==> config.mk <==
export PLATFORM = sky130hd
export DESIGN_NAME = if_fetch_unit_flat
export DESIGN_NICKNAME = d
export VERILOG_FILES = /design/src/rtl/if_fetch_unit_if.sv /design/src/rtl/if_fetch_unit.sv /design/src/flat_wrapper.sv
export SDC_FILE = /design/constraint.sdc
export NUM_CORES = 1
export LEC_CHECK = 0
export CAP_MARGIN = 20
export CORE_MARGIN = 4
export CORE_UTILIZATION = 35
export DETAILED_ROUTE_END_ITERATION = 8
export GPL_TIMING_DRIVEN = 1
export HOLD_SLACK_MARGIN = 0.03
export PLACE_DENSITY_LB_ADDON = 0.08
export SYNTH_ARGS = -nofsm -noshare
export SYNTH_HDL_FRONTEND = slang
export SYNTH_SLANG_ARGS = --single-unit
==> constraint.sdc <==
create_clock -name clk -period 5.92 [get_ports clk]
set_input_delay 0.592 -clock clk [delete_from_list [all_inputs] [get_ports clk]]
set_output_delay 0.592 -clock clk [all_outputs]
set_load 0.05 [all_outputs]
==> src/rtl/if_fetch_unit_if.sv <==
// Instruction-memory request/response bus between the fetch unit (master) and imem (slave).
interface if_fetch_unit_if #(
    parameter int unsigned ADDR_W = 32
);
    logic              imem_req;
    logic [ADDR_W-1:0] imem_addr;
    logic              imem_ack;
    logic [ADDR_W-1:0] imem_rdata;

    modport master (output imem_req, output imem_addr, input imem_ack, input imem_rdata);
    modport slave  (input imem_req, input imem_addr, output imem_ack, output imem_rdata);
endinterface

==> src/rtl/if_fetch_unit.sv <==
// IF-stage fetch controller: owns the PC, issues imem requests and feeds IF/ID with a
// one-entry skid buffer for decode stalls and a drain state for redirects with a request in flight.
module if_fetch_unit #(
    parameter int unsigned       ADDR_W   = 32,
    parameter logic [ADDR_W-1:0] RESET_PC = '0
) (
    input  logic              clk,
    input  logic              rst,
    input  logic              stall,
    input  logic              redirect,
    input  logic [ADDR_W-1:0] redirect_pc,
    if_fetch_unit_if.master   imem,
    output logic              id_valid,
    output logic [ADDR_W-1:0] id_instr,
    output logic [ADDR_W-1:0] id_pc_plus4,
    output logic [ADDR_W-1:0] pc
);
    typedef enum logic [1:0] {StFetch, StHold, StDrain} state_e;

    state_e            state_q, state_d;
    logic              started_q;
    logic [ADDR_W-1:0] pc_q, pc_d;
    logic [ADDR_W-1:0] drain_addr_q, drain_addr_d;
    logic [ADDR_W-1:0] skid_instr_q, skid_instr_d;
    logic [ADDR_W-1:0] skid_pc4_q, skid_pc4_d;
    logic              id_valid_q, id_valid_d;
    logic [ADDR_W-1:0] id_instr_q, id_instr_d;
    logic [ADDR_W-1:0] id_pc4_q, id_pc4_d;
    logic              ack;
    logic [ADDR_W-1:0] pc_plus4;
    logic [ADDR_W-1:0] target;

    // Acks without an active request are ignored.
    assign ack      = imem.imem_req & imem.imem_ack;
    assign pc_plus4 = pc_q + ADDR_W'(4);
    assign target   = redirect_pc & ~ADDR_W'(3);

    always_ff @(posedge clk or posedge rst) begin
        if (rst) begin
            state_q   <= StFetch;
            started_q <= 1'b0;
        end else begin
            state_q   <= state_d;
            started_q <= 1'b1;
        end
    end

    always_comb begin
        state_d = state_q;
        case (state_q)
            StFetch: begin
                if (redirect) begin
                    state_d = (imem.imem_req && !ack) ? StDrain : StFetch;
                end else if (ack && stall) begin
                    state_d = StHold;
                end
            end
            StHold: begin
                if (redirect || !stall) state_d = StFetch;
            end
            StDrain: begin
                if (ack) state_d = StFetch;
            end
            default: state_d = StFetch;
        endcase
    end

    // started_q keeps the request low until the first edge after reset release.
    always_comb begin
        imem.imem_req  = started_q && (state_q != StHold);
        imem.imem_addr = (state_q == StDrain) ? drain_addr_q : pc_q;
    end

    always_comb begin
        pc_d         = pc_q;
        drain_addr_d = drain_addr_q;
        skid_instr_d = skid_instr_q;
        skid_pc4_d   = skid_pc4_q;
        id_valid_d   = id_valid_q;
        id_instr_d   = id_instr_q;
        id_pc4_d     = id_pc4_q;
        if (redirect) begin
            pc_d         = target;
            id_valid_d   = 1'b0;
            skid_instr_d = '0;
            skid_pc4_d   = '0;
            if (state_q == StFetch) drain_addr_d = pc_q;
        end else begin
            case (state_q)
                StFetch: begin
                    if (ack) begin
                        pc_d = pc_plus4;
                        if (stall) begin
                            skid_instr_d = imem.imem_rdata;
                            skid_pc4_d   = pc_plus4;
                        end else begin
                            id_valid_d = 1'b1;
                            id_instr_d = imem.imem_rdata;
                            id_pc4_d   = pc_plus4;
                        end
                    end else if (!stall) begin
                        id_valid_d = 1'b0;
                    end
                end
                StHold: begin
                    if (!stall) begin
                        id_valid_d = 1'b1;
                        id_instr_d = skid_instr_q;
                        id_pc4_d   = skid_pc4_q;
                    end
                end
                default: ;
            endcase
        end
    end

    always_ff @(posedge clk or posedge rst) begin
        if (rst) begin
            pc_q         <= RESET_PC;
            drain_addr_q <= '0;
            skid_instr_q <= '0;
            skid_pc4_q   <= '0;
            id_valid_q   <= 1'b0;
            id_instr_q   <= '0;
            id_pc4_q     <= '0;
        end else begin
            pc_q         <= pc_d;
            drain_addr_q <= drain_addr_d;
            skid_instr_q <= skid_instr_d;
            skid_pc4_q   <= skid_pc4_d;
            id_valid_q   <= id_valid_d;
            id_instr_q   <= id_instr_d;
            id_pc4_q     <= id_pc4_d;
        end
    end

    assign id_valid    = id_valid_q;
    assign id_instr    = id_instr_q;
    assign id_pc_plus4 = id_pc4_q;
    assign pc          = pc_q;
endmodule
==> src/flat_wrapper.sv <==
// flat-port wrapper written by rule: the top's interface ports become plain ports
module if_fetch_unit_flat 
#(
    parameter int unsigned       ADDR_W   = 32,
    parameter logic [ADDR_W-1:0] RESET_PC = '0
)
  (clk, rst, stall, redirect, redirect_pc, id_valid, id_instr, id_pc_plus4, pc, imem_imem_req, imem_imem_addr, imem_imem_ack, imem_imem_rdata);
  if_fetch_unit_if #(.ADDR_W(ADDR_W)) imem_i ();
  input  logic clk;
  input  logic rst;
  input  logic stall;
  input  logic redirect;
  input  logic [ADDR_W-1:0] redirect_pc;
  output logic id_valid;
  output logic [ADDR_W-1:0] id_instr;
  output logic [ADDR_W-1:0] id_pc_plus4;
  output logic [ADDR_W-1:0] pc;
  output wire logic [$bits(imem_i.imem_req)-1:0] imem_imem_req;
  output wire logic [$bits(imem_i.imem_addr)-1:0] imem_imem_addr;
  input wire logic [$bits(imem_i.imem_ack)-1:0] imem_imem_ack;
  input wire logic [$bits(imem_i.imem_rdata)-1:0] imem_imem_rdata;
  assign imem_imem_req = imem_i.imem_req;
  assign imem_imem_addr = imem_i.imem_addr;
  assign imem_i.imem_ack = imem_imem_ack;
  assign imem_i.imem_rdata = imem_imem_rdata;
  if_fetch_unit #(.ADDR_W(ADDR_W), .RESET_PC(RESET_PC)) u_core (.clk(clk), .rst(rst), .stall(stall), .redirect(redirect), .redirect_pc(redirect_pc), .imem(imem_i), .id_valid(id_valid), .id_instr(id_instr), .id_pc_plus4(id_pc_plus4), .pc(pc));
endmodule
Yosys cells after proc, flatten, opt, wreduce, memory -nomap -nowiden. Cells that the tools add are included.

Flip-flop bits (word level): 196. Bits in latches: 0. Bits in writable memories: 0. Bits in read-only memories: 0. Word-level logic and storage cells: 71. Memories kept: 0.

$add $sub $neg: 1. $mul: 0. Divide/modulo/power cells: 0. Order comparisons: 0. Equal/unequal tests: 10. Shift-type cells: 0. Muxes and demuxes: 31. Bitwise logic cells: 2. Reduce and logical (&&, ||, !) cells: 18.

Operators with widths (number): $mux W32 (18); $pmux W32 S2 (2); $add A32 B3 Y32 const B (1); $mux W2 (5); $ne A2 B1 Y1 const B (4); $reduce_bool A2 Y1 (4); $pmux W2 S3 (1); $reduce_and A2 Y1 (3); $reduce_and A3 Y1 (2); $reduce_and A5 Y1 (1); $mux W1 (4); $ne A2 B2 Y1 const B (2); $ne A4 B3 Y1 const B (1); $logic_and A1 B1 Y1 (3); $ne A3 B2 Y1 const B (1); $reduce_bool A3 Y1 (1); $eq A2 B1 Y1 const B (1); $eq A2 B2 Y1 const B (1); $logic_not A1 Y1 (2); $logic_not A2 Y1 (1); $pmux W1 S2 (1); $and A1 B1 Y1 (1); $logic_or A1 B1 Y1 (1); $not A1 Y1 (1).

Logic depth before layout (Yosys ltp). Gate-level depths: netlist of run 1.

Depth in word-level cells: 8. Depth in mapped cells: 8. Mapped depth without buffers: 6.

Worst setup path before layout of run 1. No wires, ideal clock.

Path kind: reg2reg. Start: register u_core.pc_q[3] (netlist: u_core.pc[3]). End: register u_core.skid_pc4_q[22]. Setup time: 0.066 ns. Data arrival time: 2.181 ns. Required time: 5.854 ns. Path slack: 3.673 ns. Stages on the path, launching flop included: 7. Period minus slack after synthesis: 2.247 ns. Cell sequence: dfrtp_1 -> ha_1 -> nand3_4 -> or4_4 -> nor4_2 -> or2_1 -> a22o_1.

Longest elaborated chain between the ends: 5.

RTL lines: from (decl) (line if_fetch_unit.sv:22) `logic [ADDR_W-1:0] pc_q, pc_d;`; from (signal assigned) (line if_fetch_unit.sv:127) `pc_q <= pc_d;`; $add A32 B3 Y32 (line if_fetch_unit.sv:35) `assign pc_plus4 = pc_q + ADDR_W'(4);`; $mux W32 (line if_fetch_unit.sv:93) `if (stall) begin`; $mux W32 (line if_fetch_unit.sv:91) `if (ack) begin`; $mux W32 (line if_fetch_unit.sv:89) `case (state_q)`; $mux W32 (line if_fetch_unit.sv:82) `if (redirect) begin`; to (signal assigned) (line if_fetch_unit.sv:130) `skid_pc4_q <= skid_pc4_d;`; to (decl) (line if_fetch_unit.sv:25) `logic [ADDR_W-1:0] skid_pc4_q, skid_pc4_d;`.

No other way between the ends. The select of a mux whose other input is x is not followed. A chain may end at the register's enable or synchronous reset.

Worst setup path after layout of run 1.
Start: register u_core.state_q[0]. End: output port imem_imem_addr[7].

Longest elaborated chain between the ends: 2.

RTL lines: from (decl) (line if_fetch_unit.sv:20) `state_e state_q, state_d;`; from (signal assigned) (line if_fetch_unit.sv:40) `state_q <= StFetch;`; from (signal assigned) (line if_fetch_unit.sv:43) `state_q <= state_d;`; $eq A2 B2 Y1 (line if_fetch_unit.sv:71) `imem.imem_addr = (state_q == StDrain) ? drain_addr_q : pc_q;`; $mux W32 (line if_fetch_unit.sv:71); to (decl) (line flat_wrapper.sv:19) `output wire logic [$bits(imem_i.imem_addr)-1:0] imem_imem_addr;`.

No other way between the ends.

==> reports/qor.yml, run 1 <==
grt:
  antenna_found_initial: 0
  grt_pass1_vias: 7193
  grt_max_degree: 100
  grt_pass1_wl_um: 40700
  track_usage_pct: 17.6
  overflow: 0
die:
  rows: 58
  chipHeight_um: 169
  dieArea_sq_um: 28500
  ios: 199
  dieWidth_um: 169
  coreArea_sq_um: 25300
  initial_utilization_pct: 35.7
route:
  drtAntennaViolNets: 0
  routed-via-count: 6961
  viasPerCell: 5.01
  dr.pass1.iters: 5
  wire_per_inst_um: 17.8
  drc: 0
  wl_um: 24700
  drt_iter0_drc: 666
clock_tree:
  cts.path.max_buffers: 2
  cts_setup_buffers: 0
  cts.sinks: 190
  htreeDepth: 4
  clock-root-buffer: "clkbuf_16"
  insertion_delay_ns: 0.43
  cts_tree: "built"
  holdBufCountCts: 0
  ctsResizeCount: 0
  path_clk_slew_ns: 0.07
  cts_buffers: 17
min_path:
  min_to: "u_core.skid_pc4_q[12]"
  hold_path.class: "reg -> reg"
  holdPathStages: 2
  min_from: "u_core.skid_pc4_q[12]"
logic_synthesis:
  synth_largest_area_cell: "dfrtp_1"
  netlist_area_sq_um: 9040
  synthTopCellsByCount: "dfrtp_1 (190), nand2_1 (151), o21ai_0 (72)"
  synth_ff_type: "dfrtp_1"
  synth_top_area_share_pct: 52.6
  syn_inst: 898
  syn_avg_cell_area_sq_um: 10.1
  synth_edf_count: 0
  synthTopCellsByArea: "dfrtp_1 (53%), mux2_2 (7.5%), nand2_1 (6.3%), a22o_1 (4.2%), o21ai_0 (4.0%)"
  ys_seq_area_share_pct: 52.6
  synthArstFlopShare_pct: 100
  synth_most_common_cell: "dfrtp_1"
  ys_types: 54
  yosysWarnings: 0
  ys_ff_latch: 190
timing:
  fin_setup_tns_ns: 0
  rsz0062_at_grt: "false"
  fin_crit_ns: 3.96
  timing.fmax_mhz: 253
  finClkSkew_ns: 0.0144
  fin_crit_sh_pct: 66.9
  max-slew-margin-rel_pct: 38.4
  drv_slew: 0
  setup_violations: 0
  worstMarginPinSlew_ns: 0.924
  final_hold_viol_count: 0
critical_path:
  timing.rr.end: "u_core.id_instr[15]"
  cp_slowest_cell: "clkdlybuf4s50_1"
  path_cells: "clkinv_1 > nand2_1 > buf_4 > mux2_2 > clkdlybuf4s50_1"
  critical_path_required_ns: 5.33
  cp_max_fo: 30
  endpoint_kind: "output pin"
  r2r-start: "u_core.state_q[0]"
  reg2reg_depth: 5
  cp-startpoint: "u_core.state_q[0]"
  ff2ff_setup_slack_ns: 3.22
  crit_path_max_incr_delay_ns: 0.70
  arrival_ns: 3.37
  critical_path_class: "reg -> out"
  crit_path_start_kind: "register"
power_and_ir_drop:
  p_per_area_nw_per_um2: 368
  p_leak_nw: 4.80
  peakVddDrop_mv: 0.195
place:
  portBuffers: 192
  hpwlAfterDp_um: 16300
  place_area_sq_um: 11200
  gp_congestion: 0.750
  dp.cells: 1357
layout:
  area_growth_pct: 29.7
  fin_util_pct: 46.3
  nets: 1116
  post-route-cell-area_sq_um: 11700
  drive_above_1_share_pct: 12.6
  layout.cells.non_filler: 1389
  n_antenna_cell: 0
run_status:
  outcome: "complete, no violations"
flow_run:
  maxCapViolCount: 0
==> state kept, by name, indices dropped and copies added (netlist names) <==
name	cells
u_core.id_pc_plus4	31
u_core.id_valid	1
u_core.skid_pc4_q	31
u_core.started_q	1
u_core.id_instr	32
u_core.state_q	2
u_core.drain_addr_q	30
u_core.skid_instr_q	32
u_core.pc	30
==> cell type report <==
type / instances / area (sq um)
flip-flops and latches: 190 / 4750
repair buffers: 206 / 2020
well taps: 330 / 413
multi-input cells: 625 / 3930
clock buffers: 18 / 439
clock inverters: 14 / 125
inverters: 6 / 30.0
fillers: 2508 / 13600
==> cell families after synthesis <==
logic type | count (synthesis) | share of synthesized area [%]
buffers and inverters | 86 | 4.49
AOI/OAI and AO/OA | 195 | 13.5
xor gates and xnor gates | 50 | 4.85
adders and majority gates | 1 | 0.138
other | 2 | 0.0831
and+or+nand+nor | 312 | 16.7
muxes | 62 | 7.70
DFF | 190 | 52.6
==> layout by cell type (no fill, tap or decap), types with 3 or more instances in the layout <==
cell               n
a31oi_1           35
xnor2_1           24
a22o_1            43
or3_1             16
or2_1              3
and2_1             4
nor3_2             4
clkbuf_16         17
xor2_1            26
nor4_2             4
inv_1              4
nand2_1          151
o21ai_1           10
conb_1             5
and4_1             3
o22ai_1            3
dfrtp_1          190
inv_8              5
clkdlybuf4s50_1  191
o21ai_0           72
a21oi_1           20
nor3_1            16
nand3_1           22
buf_4             14
mux2_2            60
nor2_1            53
nand4_1           12
or2_2              3
and3_1             3
clkinv_4           6
==> power by group <==
part	leakage (nW)	switching, mW	internal [mW]
combinational	2.12	0.990	0.541
sequential	2.39	0.163	1.50
clock	0.282	0.550	0.566
total	4.80	1.70	2.61
==> routing by layer <==
| layer | vias up | global-route usage (%) | share of wire [%] |
|---|---|---|---|
| met3 | 11 | 4.46 | 5.2 |
| met2 | 163 | 26.9 | 44 |
| li1 | 3412 | - | - |
| met4 | 0 | 3.49 | 0.85 |
| met1 | 3375 | 25.7 | 50 |
| met5 | - | 0 | 0 |
==> how the worst max path moves through the flow <==
stage / to / slack, ns / depth (start not counted)
floorplan: u_core.drain_addr_q[10] / 0.16 / 1
global placement: imem_imem_addr[7] / 2.40 / 5
detailed placement: imem_imem_addr[7] / 2.39 / 5
CTS: imem_imem_addr[7] / 1.90 / 5
global route: imem_imem_addr[9] / 1.73 / 5
finish: imem_imem_addr[7] / 1.96 / 5
==> critical path: cells and delay by family (launching register included) <==
| family | cells | cell delay, ns |
|---|---|---|
| buf+inv | 3 | 1.80 |
| flops | 1 | 0.47 |
| mux | 1 | 0.40 |
| simple gates | 1 | 0.24 |
==> stage by stage <==
step | power, mW | hold slack, ns | worst slack, ns
global placement | 3.23 | 0.456 | 2.40
floorplan | 2.69 | 0.444 | 0.158
CTS | 4.37 | 0.480 | 1.90
global route | 4.53 | 0.509 | 1.73
detailed placement | 3.24 | 0.464 | 2.39
finish | 4.31 | 0.476 | 1.96
(Power assumes the default switching activity.)
==> run 2, diff against run 1 <==
==> constraint.sdc (replaced) <==
create_clock -name clk -period 3.2 [get_ports clk]
set_input_delay 0.32 -clock clk [delete_from_list [all_inputs] [get_ports clk]]
set_output_delay 0.32 -clock clk [all_outputs]
set_load 0.05 [all_outputs]
==> reports/qor.yml, run 2 (synthesized netlist as in run 1, its figures left out) <==
layout:
  layout.cells.non_filler: 1398
  regArea_sq_um: 4750
  nets: 1125
  fin_util_pct: 47.9
  area_growth_pct: 34.2
  nFillCells: 2444
  n_antenna_cell: 0
  layout.cells.most_common_list: "dfrtp_1 (190), clkdlybuf4s50_1 (161), nand2_1 (151)"
  drive_above_1_share_pct: 16.1
  multi_input_area_sq_um: 3930
  final_common_cell: "dfrtp_1"
timing:
  fin_crit_sh_pct: 87.6
  rsz0062_at_grt: "false"
  timing.fmax_mhz: 357
  layout_setup_ws_ns: 0.398
  max-slew-margin-rel_pct: 57.9
  fin_crit_ns: 2.80
  worstMarginPinSlew_ns: 0.628
  drv_slew: 0
  finClkSkew_ns: 0.0150
  final_hold_viol_count: 0
  setup_violations: 0
  fin_setup_tns_ns: 0
critical_path:
  ff2ff_setup_slack_ns: 0.90
  arrival_ns: 2.48
  crit_path_start_kind: "register"
  reg2reg_depth: 6
  endpoint_kind: "output pin"
  path_cells: "clkinv_1 > nand2_1 > buf_4 > mux2_2 > buf_12"
  critical_path_required_ns: 2.88
  critical_path_class: "reg -> out"
  r2r-start: "u_core.pc[2]"
  cp_max_fo: 30
  cp_slowest_cell: "dfrtp_1"
  crit_path_max_incr_delay_ns: 0.48
  timing.rr.end: "u_core.id_pc_plus4[22]"
clock_tree:
  cts_setup_buffers: 0
  cts.sinks: 190
  cts_tree: "built"
  ctsResizeCount: 0
  path_clk_slew_ns: 0.07
  cts.path.max_buffers: 2
  insertion_delay_ns: 0.44
  htreeDepth: 4
  holdBufCountCts: 0
  cts_buffers: 17
  clock-root-buffer: "clkbuf_16"
route:
  viasPerCell: 5.05
  wire_per_inst_um: 17.7
  drtAntennaViolNets: 0
  dr.pass1.iters: 5
  drc: 0
  wl_um: 24800
  routed-via-count: 7061
  drt_iter0_drc: 466
min_path:
  min_from: "redirect"
  holdPathStages: 2
  hold_path.class: "in -> reg"
  min_to: "u_core.id_valid"
power_and_ir_drop:
  peakVddDrop_mv: 0.288
  seqPwrFrac_pct: 37.5
  clock_power_share_pct: 25.1
  p_switching_mw: 3.19
  p_per_area_nw_per_um2: 676
  p_int_mw: 5.01
  pwr-share-comb_pct: 37.3
  p_leak_nw: 5.01
  switching_share_pct: 38.9
grt:
  grt_max_degree: 67
  overflow: 0
  track_usage_pct: 17.7
  antenna_found_initial: 0
  grt_pass1_vias: 7157
  grt_pass1_wl_um: 40600
flow_run:
  maxCapViolCount: 0
place:
  hpwlAfterDp_um: 16900
  dp.cells: 1366
  place_ws_ns: 0.701
  portBuffers: 192
  gp_congestion: 0.733
die:
  dieArea_sq_um: 28500
  ios: 199
  dieWidth_um: 169
  rows: 58
  coreArea_sq_um: 25300
  initial_utilization_pct: 35.7
  chipHeight_um: 169
run_status:
  outcome: "complete, no violations"
-- run 2: cell types whose count changed in the layout (fill, tap and decap cells not counted), moves of 2 or more --
cell             before  now
buf_12                0   34
buf_4                14   19
clkdlybuf4s50_1     191  161
clkinv_4              6    4
clkinvlp_4            0    2
-- run 2: area by class of cell --
cell class	count	area share [%]
multi-input combinational	625	32.4
clock buffer	18	3.62
inverter	6	0.217
tap	330	3.40
timing repair buffer	215	20.1
clock inverter	14	1.02
sequential	190	39.2
-- run 2: worst max-delay path by stage --
stage	slack [ns]	start	endpoint
after detailed placement	0.70	stall	u_core.id_pc_plus4[19]
after floorplan	0.43	rst	u_core.drain_addr_q[10]
final	0.40	u_core.state_q[0]	imem_imem_addr[5]
after CTS	0.34	u_core.state_q[0]	imem_imem_addr[5]
after global routing	0.23	u_core.state_q[0]	imem_imem_addr[5]
after global placement	0.72	stall	u_core.id_pc_plus4[20]
-- run 2: power groups by stage --
stage | registers [mW] | logic, mW | clock network [mW]
CTS | 3.09 | 3.10 | 2.13
global route | 3.15 | 3.24 | 2.22
finish | 3.08 | 3.06 | 2.06
global placement | 3.12 | 3.08 | 0
floorplan | 3.95 | 1.03 | 0
detailed placement | 3.13 | 3.09 | 0
-- run 2: stage by stage --
step           hold slack [ns]  cell area, sq um  power (mW)
2_1_floorplan            0.441              9050        4.98
3_3_place_gp             0.456             11600        6.20
3_5_place_dp             0.465             11600        6.22
4_1_cts                  0.198             12100        8.32
5_1_grt                  0.226             12100        8.61
6_report                 0.217             12100        8.20
-- run 2: worst max-delay path, delay by kind of cell (launching register included) --
kind	cells	cell delay (ns)
buffers and inverters	3	0.97
flip-flops	1	0.48
multiplexers	1	0.43
AND/OR/NAND/NOR	1	0.16
-- run 2: metal layers --
metal  track usage (%)  share of wire [%]  vias up
met5                 0                  0        -
met1              25.7                 49     3441
li1                  -                  -     3435
met2              26.9                 44      173
met4              3.85               0.80        0
met3              4.39                6.1       12
